### src/rtl/mem_cmd_sequencer.sv
// mem_cmd_sequencer: turns upstream switch/key I/O requests into req/ack
// memory accesses: a single-word write, a single-word read, or a zero-fill
// sweep over word addresses 0..CLEAR_WORDS-1, with a per-word ack timeout.
//
// Handshakes:
//   Upstream: memDone=1 means the block is idle, and a rising edge on ioDone
//   is accepted. The command inputs are captured in that same cycle. Edges
//   that arrive while memDone=0 are dropped.
//   Memory: mem_req rises together with valid mem_we/mem_addr/mem_wdata. All
//   four hold until a cycle in which mem_ack is sampled high. That cycle
//   transfers exactly one word, and mem_rdata is valid in it for reads.
//   mem_ack is ignored while mem_req is low.
module mem_cmd_sequencer #(
    parameter int ADDR_W      = 25,
    parameter int DATA_W      = 16,
    parameter int CLEAR_WORDS = 1024,
    parameter int TIMEOUT     = 64
) (
    input  logic              clk,
    input  logic              reset,
    input  logic              ioDone,
    input  logic [1:0]        modeOutput,
    input  logic [ADDR_W-1:0] memoryAddress,
    input  logic [DATA_W-1:0] ioDataOut,
    output logic              memDone,
    output logic [DATA_W-1:0] rdData,
    output logic              rdValid,
    output logic              err,
    output logic              mem_req,
    output logic              mem_we,
    output logic [ADDR_W-1:0] mem_addr,
    output logic [DATA_W-1:0] mem_wdata,
    input  logic [DATA_W-1:0] mem_rdata,
    input  logic              mem_ack,
    output logic [1:0]        dbg_state
);

    localparam logic [1:0] S_IDLE   = 2'd0;
    localparam logic [1:0] S_ACCESS = 2'd1;
    localparam logic [1:0] S_CLEAR  = 2'd2;

    // Final word of the clear sweep and final wait cycle before abort.
    localparam logic [ADDR_W-1:0] LAST_ADDR = ADDR_W'(CLEAR_WORDS - 1);
    localparam logic [15:0]       TMO_LAST  = 16'(TIMEOUT - 1);

    logic [1:0]        state_q,     state_d;
    logic              req_q,       req_d;
    logic              mem_req_q,   mem_req_d;
    logic              mem_we_q,    mem_we_d;
    logic [ADDR_W-1:0] mem_addr_q,  mem_addr_d;
    logic [DATA_W-1:0] mem_wdata_q, mem_wdata_d;
    logic [DATA_W-1:0] rd_data_q,   rd_data_d;
    logic              rd_valid_q,  rd_valid_d;
    logic              err_q,       err_d;
    logic [15:0]       tmo_q,       tmo_d;

    logic new_req;
    logic tmo_hit;

    assign new_req = ioDone & ~req_q;
    assign tmo_hit = (tmo_q == TMO_LAST);

    // Next-state logic for the command FSM, memory port, and timeout counter.
    always_comb begin
        state_d     = state_q;
        req_d       = ioDone;
        mem_req_d   = mem_req_q;
        mem_we_d    = mem_we_q;
        mem_addr_d  = mem_addr_q;
        mem_wdata_d = mem_wdata_q;
        rd_data_d   = rd_data_q;
        rd_valid_d  = 1'b0;
        err_d       = err_q;
        tmo_d       = tmo_q;

        case (state_q)
            S_IDLE: begin
                if (new_req) begin
                    err_d     = 1'b0;
                    mem_req_d = 1'b1;
                    tmo_d     = '0;
                    if (modeOutput == 2'b00) begin
                        state_d     = S_CLEAR;
                        mem_we_d    = 1'b1;
                        mem_addr_d  = '0;
                        mem_wdata_d = '0;
                    end else begin
                        state_d     = S_ACCESS;
                        mem_we_d    = modeOutput[1];
                        mem_addr_d  = memoryAddress;
                        mem_wdata_d = ioDataOut;
                    end
                end
            end

            S_ACCESS: begin
                // A late ack takes priority over a timeout in the same cycle.
                if (mem_ack) begin
                    mem_req_d = 1'b0;
                    tmo_d     = '0;
                    state_d   = S_IDLE;
                    if (!mem_we_q) begin
                        rd_data_d  = mem_rdata;
                        rd_valid_d = 1'b1;
                    end
                end else if (tmo_hit) begin
                    mem_req_d = 1'b0;
                    err_d     = 1'b1;
                    state_d   = S_IDLE;
                end else begin
                    tmo_d = tmo_q + 16'd1;
                end
            end

            S_CLEAR: begin
                if (mem_ack) begin
                    tmo_d = '0;
                    if (mem_addr_q == LAST_ADDR) begin
                        mem_req_d = 1'b0;
                        state_d   = S_IDLE;
                    end else begin
                        mem_addr_d = mem_addr_q + ADDR_W'(1);
                    end
                end else if (tmo_hit) begin
                    mem_req_d = 1'b0;
                    err_d     = 1'b1;
                    state_d   = S_IDLE;
                end else begin
                    tmo_d = tmo_q + 16'd1;
                end
            end

            default: begin
                state_d   = S_IDLE;
                mem_req_d = 1'b0;
            end
        endcase
    end

    // State registers with synchronous reset. req_q resets high so that a
    // level held through reset is not treated as a fresh request.
    always_ff @(posedge clk) begin
        if (reset) begin
            state_q     <= S_IDLE;
            req_q       <= 1'b1;
            mem_req_q   <= 1'b0;
            mem_we_q    <= 1'b0;
            mem_addr_q  <= '0;
            mem_wdata_q <= '0;
            rd_data_q   <= '0;
            rd_valid_q  <= 1'b0;
            err_q       <= 1'b0;
            tmo_q       <= '0;
        end else begin
            state_q     <= state_d;
            req_q       <= req_d;
            mem_req_q   <= mem_req_d;
            mem_we_q    <= mem_we_d;
            mem_addr_q  <= mem_addr_d;
            mem_wdata_q <= mem_wdata_d;
            rd_data_q   <= rd_data_d;
            rd_valid_q  <= rd_valid_d;
            err_q       <= err_d;
            tmo_q       <= tmo_d;
        end
    end

    assign memDone   = (state_q == S_IDLE);
    assign rdData    = rd_data_q;
    assign rdValid   = rd_valid_q;
    assign err       = err_q;
    assign mem_req   = mem_req_q;
    assign mem_we    = mem_we_q;
    assign mem_addr  = mem_addr_q;
    assign mem_wdata = mem_wdata_q;
    assign dbg_state = state_q;

endmodule

### config.mk
export PLATFORM = sky130hd
export DESIGN_NAME = mem_cmd_sequencer
export DESIGN_NICKNAME = d
export VERILOG_FILES = /design/src/rtl/mem_cmd_sequencer.sv
export SDC_FILE = /design/constraint.sdc
export NUM_CORES = 1
export LEC_CHECK = 0
export BUFFER_PORTS_ARGS = -buffer_cell sky130_fd_sc_hd__buf_2
export CAP_MARGIN = 20
export CELL_PAD_IN_SITES_DETAIL_PLACEMENT = 0
export CELL_PAD_IN_SITES_GLOBAL_PLACEMENT = 1
export CORE_ASPECT_RATIO = 1.75
export CORE_MARGIN = 5
export CORE_UTILIZATION = 39
export CTS_BUF_LIST = sky130_fd_sc_hd__clkbuf_16
export DETAILED_ROUTE_END_ITERATION = 16
export GPL_ROUTABILITY_DRIVEN = 0
export PLACE_DENSITY_LB_ADDON = 0.12
export SLEW_MARGIN = 15
export SYNTH_ARGS = -nofsm -noshare
export SYNTH_HDL_FRONTEND = slang
export SYNTH_SLANG_ARGS = --single-unit
### constraint.sdc
create_clock -name clk -period 5.5 [get_ports clk]
set_clock_uncertainty 0.2 [all_clocks]
set_input_delay 0.275 -clock clk [delete_from_list [all_inputs] [get_ports clk]]
set_output_delay 0.275 -clock clk [all_outputs]
set_load 0.01 [all_outputs]
==> results.cfg <==
[critical_path]
max_stage_delay_ps = 670
cp_top_family = simple AND/OR/NAND/NOR gates
worstSetupPathType = flip-flop to flip-flop
path_max_fanout = 39
cpMaxStageDelayCell = and2_1
cp_common_cell = buf_4
start_kind = flip-flop
path_buf_inv = 3
worstPathCellList = inv_1 -> ha_1 -> buf_4 -> nand2b_1 -> and3_1 -> a31oi_2 -> buf_4 -> and2_1 -> a32o_1
required_ps = 5570
crit_arrival_ps = 3150
crit_path_end_kind = flip-flop

[finish]
seq_area_mm2 = 0.00160
multiInputGateArea_mm2 = 0.00224
syn_to_final_growth_pct = 32.3
nets = 721
fill_cells = 1015
drive_gt1_share_pct = 23.9

[route]
drtPass1Iterations = 5
drcViolationCount = 0
drt_wl_total_mm = 13.8
vias_per_cell = 5.66
drt_iter0_drc = 206
ant_nets = 0
wire_per_inst_um = 17.5
vias = 4450

[floorplan]
die_h_um = 145
start_util_pct = 39.5
ios = 127
fp.coreArea_mm2 = 0.0102
rows = 49
die-area_mm2 = 0.0126
die_w_um = 87.0

[sta]
finalCritPeriodShare_pct = 55.9
fmax_mhz = 325
hold_viol_final = 0
relSlewSlack_pct = 34.0
final_max_slew_viol_count = 0
worstMarginPinSlew_ps = 988
setup_tns_ps = 0
rsz0062_at_grt = false
setup_viol = 0
period_needed_ps = 3070

[yosys]
syn_area_mm2 = 0.00405
synth_edf_count = 0
synth_cells = 517
synthArstFlopShare_pct = 0
synth_cell_types = 54
yosysTopAreaCell = dfxtp_1
seq_area_frac_synth_pct = 39.6
synthTopCellsByArea = dfxtp_1 (40%), nand2_1 (7.7%), a21oi_1 (7.4%)
avgSynthCellArea_um2 = 7.82
ys.flop_type = dfxtp_1
synth_top_area_share_pct = 39.6
yosysWarnings = 0
synth.net_count = 586
synth.ff_latch_count = 80

[power_and_ir_drop]
p_per_area_mw_per_mm2 = 344
netSwitchingPower_w = 0.000647
power_frac_clock_pct = 33.3
finalPower_w = 0.00184
p_leak_nw = 2.12
p_comb_share_pct = 27.6
swShare_pct = 35.1
vdd_drop_max_mv = 0.185
p_int_w = 0.00120
pwr-share-seq_pct = 39.2

[clock_network]
clk_pin_slew_ps = 60
worstSkewPairLatency_ps = 340
post-cts-setup-buffer-count = 0
cts-buffers-inserted = 9
clk_path_buf_depth = 2
cts-root-buf = clkbuf_16
htree_levels = 3
clkSinkCount = 80
cts_tree = built

[grt]
grt-ovfl-total = 0
grt_pass1_vias = 4296
grt_max_degree = 71
antenna_found_initial = 1
grt.total_usage_pct = 21.4
grt_pass1_wl_mm = 21.4

[run]
max_cap_viol_count = 0

[place]
dp_hpwl_mm = 9.79
io_buffers = 126

[run_status]
status = completed

[hold_path]
hp-class = input port to flip-flop
## worst reg2reg max path: stages, from the launching register on
cell and delay, ps:
dfxtp_1 400, inv_1 90, ha_1 200, buf_4 250, nand2b_1 220, and3_1 190
a31oi_2 170, buf_4 320, and2_1 680, a32o_1 290
## metrics by stage
step / cell area (µm²) / utilization [%] / setup WS, ps / hold WS (ps) / instances
global route: 5350 / 52.2 / 2280 / 24.2 / 785
detailed placement: 4710 / 46.0 / 2480 / 241 / 735
floorplan: 4050 / - / 3010 / 182 / 517
global placement: 4710 / 46.0 / 2540 / 235 / 735
finish: 5350 / 52.3 / 2430 / 15.6 / 786
CTS: 5340 / 52.1 / 2460 / 2.02 / 783
## layout make-up
class                           count  area share [%]
Clock inverter                      7            1.47
Antenna cell                        2          0.0935
Tap cell                          127            2.97
Inverter                           13           0.912
Timing Repair Buffer              163            18.5
Clock buffer                        9            4.21
Multi-Input combinational cell    385            41.9
Sequential cell                    80            29.9
## final timing paths
kind / from / to / slack, ps / depth (start not counted)
hold reg to reg: mem_wdata[10] / mem_wdata[10] / 250 / 2
setup / recovery: dbg_state[0] / mem_addr[17] / 2430 / 9
setup reg to reg: dbg_state[0] / mem_addr[17] / 2430 / 9
hold / removal: ioDataOut[4] / mem_wdata[4] / 20 / 3
## layer usage
layer	track usage [%]	vias to the layer above	wire, µm
met5	0	-	0
met4	9.69	0	428
met3	4.14	31	860
met2	39.7	170	7470
met1	23.0	2073	5030
li1	-	2176	-
## synthesized netlist by cell type (8+ instances only)
cell type and instances:
dfxtp_1 80, a31oi_1 9, nor4_1 14, o21ai_0 21, nand2_1 83, inv_1 13, a21oi_1 60, and3_1 9
clkbuf_1 34, o31ai_1 13, and2_1 8, nor2_1 14, or3_1 12, a211oi_1 9, nand3_1 38
## placed cells by master, fill, tap and decap left out, types with 12 or more instances in the layout
cell type	n
buf_2	126
nand2_1	83
dfxtp_1	80
a21oi_1	60
nand3_1	38
dlygate4sd3_1	32
o21ai_0	21
nor4_1	14
nor2_1	14
inv_1	13
o31ai_1	13
or3_1	12
## cells by family after synthesis
logic type	count (synthesis)	share of synthesized area, %
compound gates	156	25.1
simple gates	218	27.2
fa+ha+maj	6	1.86
xor+xnor	3	0.650
flops	80	39.6
mux	2	0.495
buf+inv	52	5.10
## timing repair
action	4_1_cts	5_1_grt
resized for setup	0	0
hold buffers	32	0
endpoints found under the hold margin	32	0
## flip-flops by register name, indices dropped and copies added, names as in the netlist
signal,count
rdValid,1
mem_req,1
err,1
req_q,1
mem_addr,25
dbg_state,2
rdData,16
mem_wdata,16
mem_we,1
tmo_q,16
## power groups by stage
stage | registers [W] | clock network (W) | logic [W]
global route | 0.000732 | 0.000653 | 0.000556
floorplan | 0.000745 | 0 | 0.000286
global placement | 0.000731 | 0 | 0.000485
finish | 0.000722 | 0.000613 | 0.000508
CTS | 0.000720 | 0.000629 | 0.000508
detailed placement | 0.000732 | 0 | 0.000489
No activity file was read; power rests on OpenSTA's default activity.
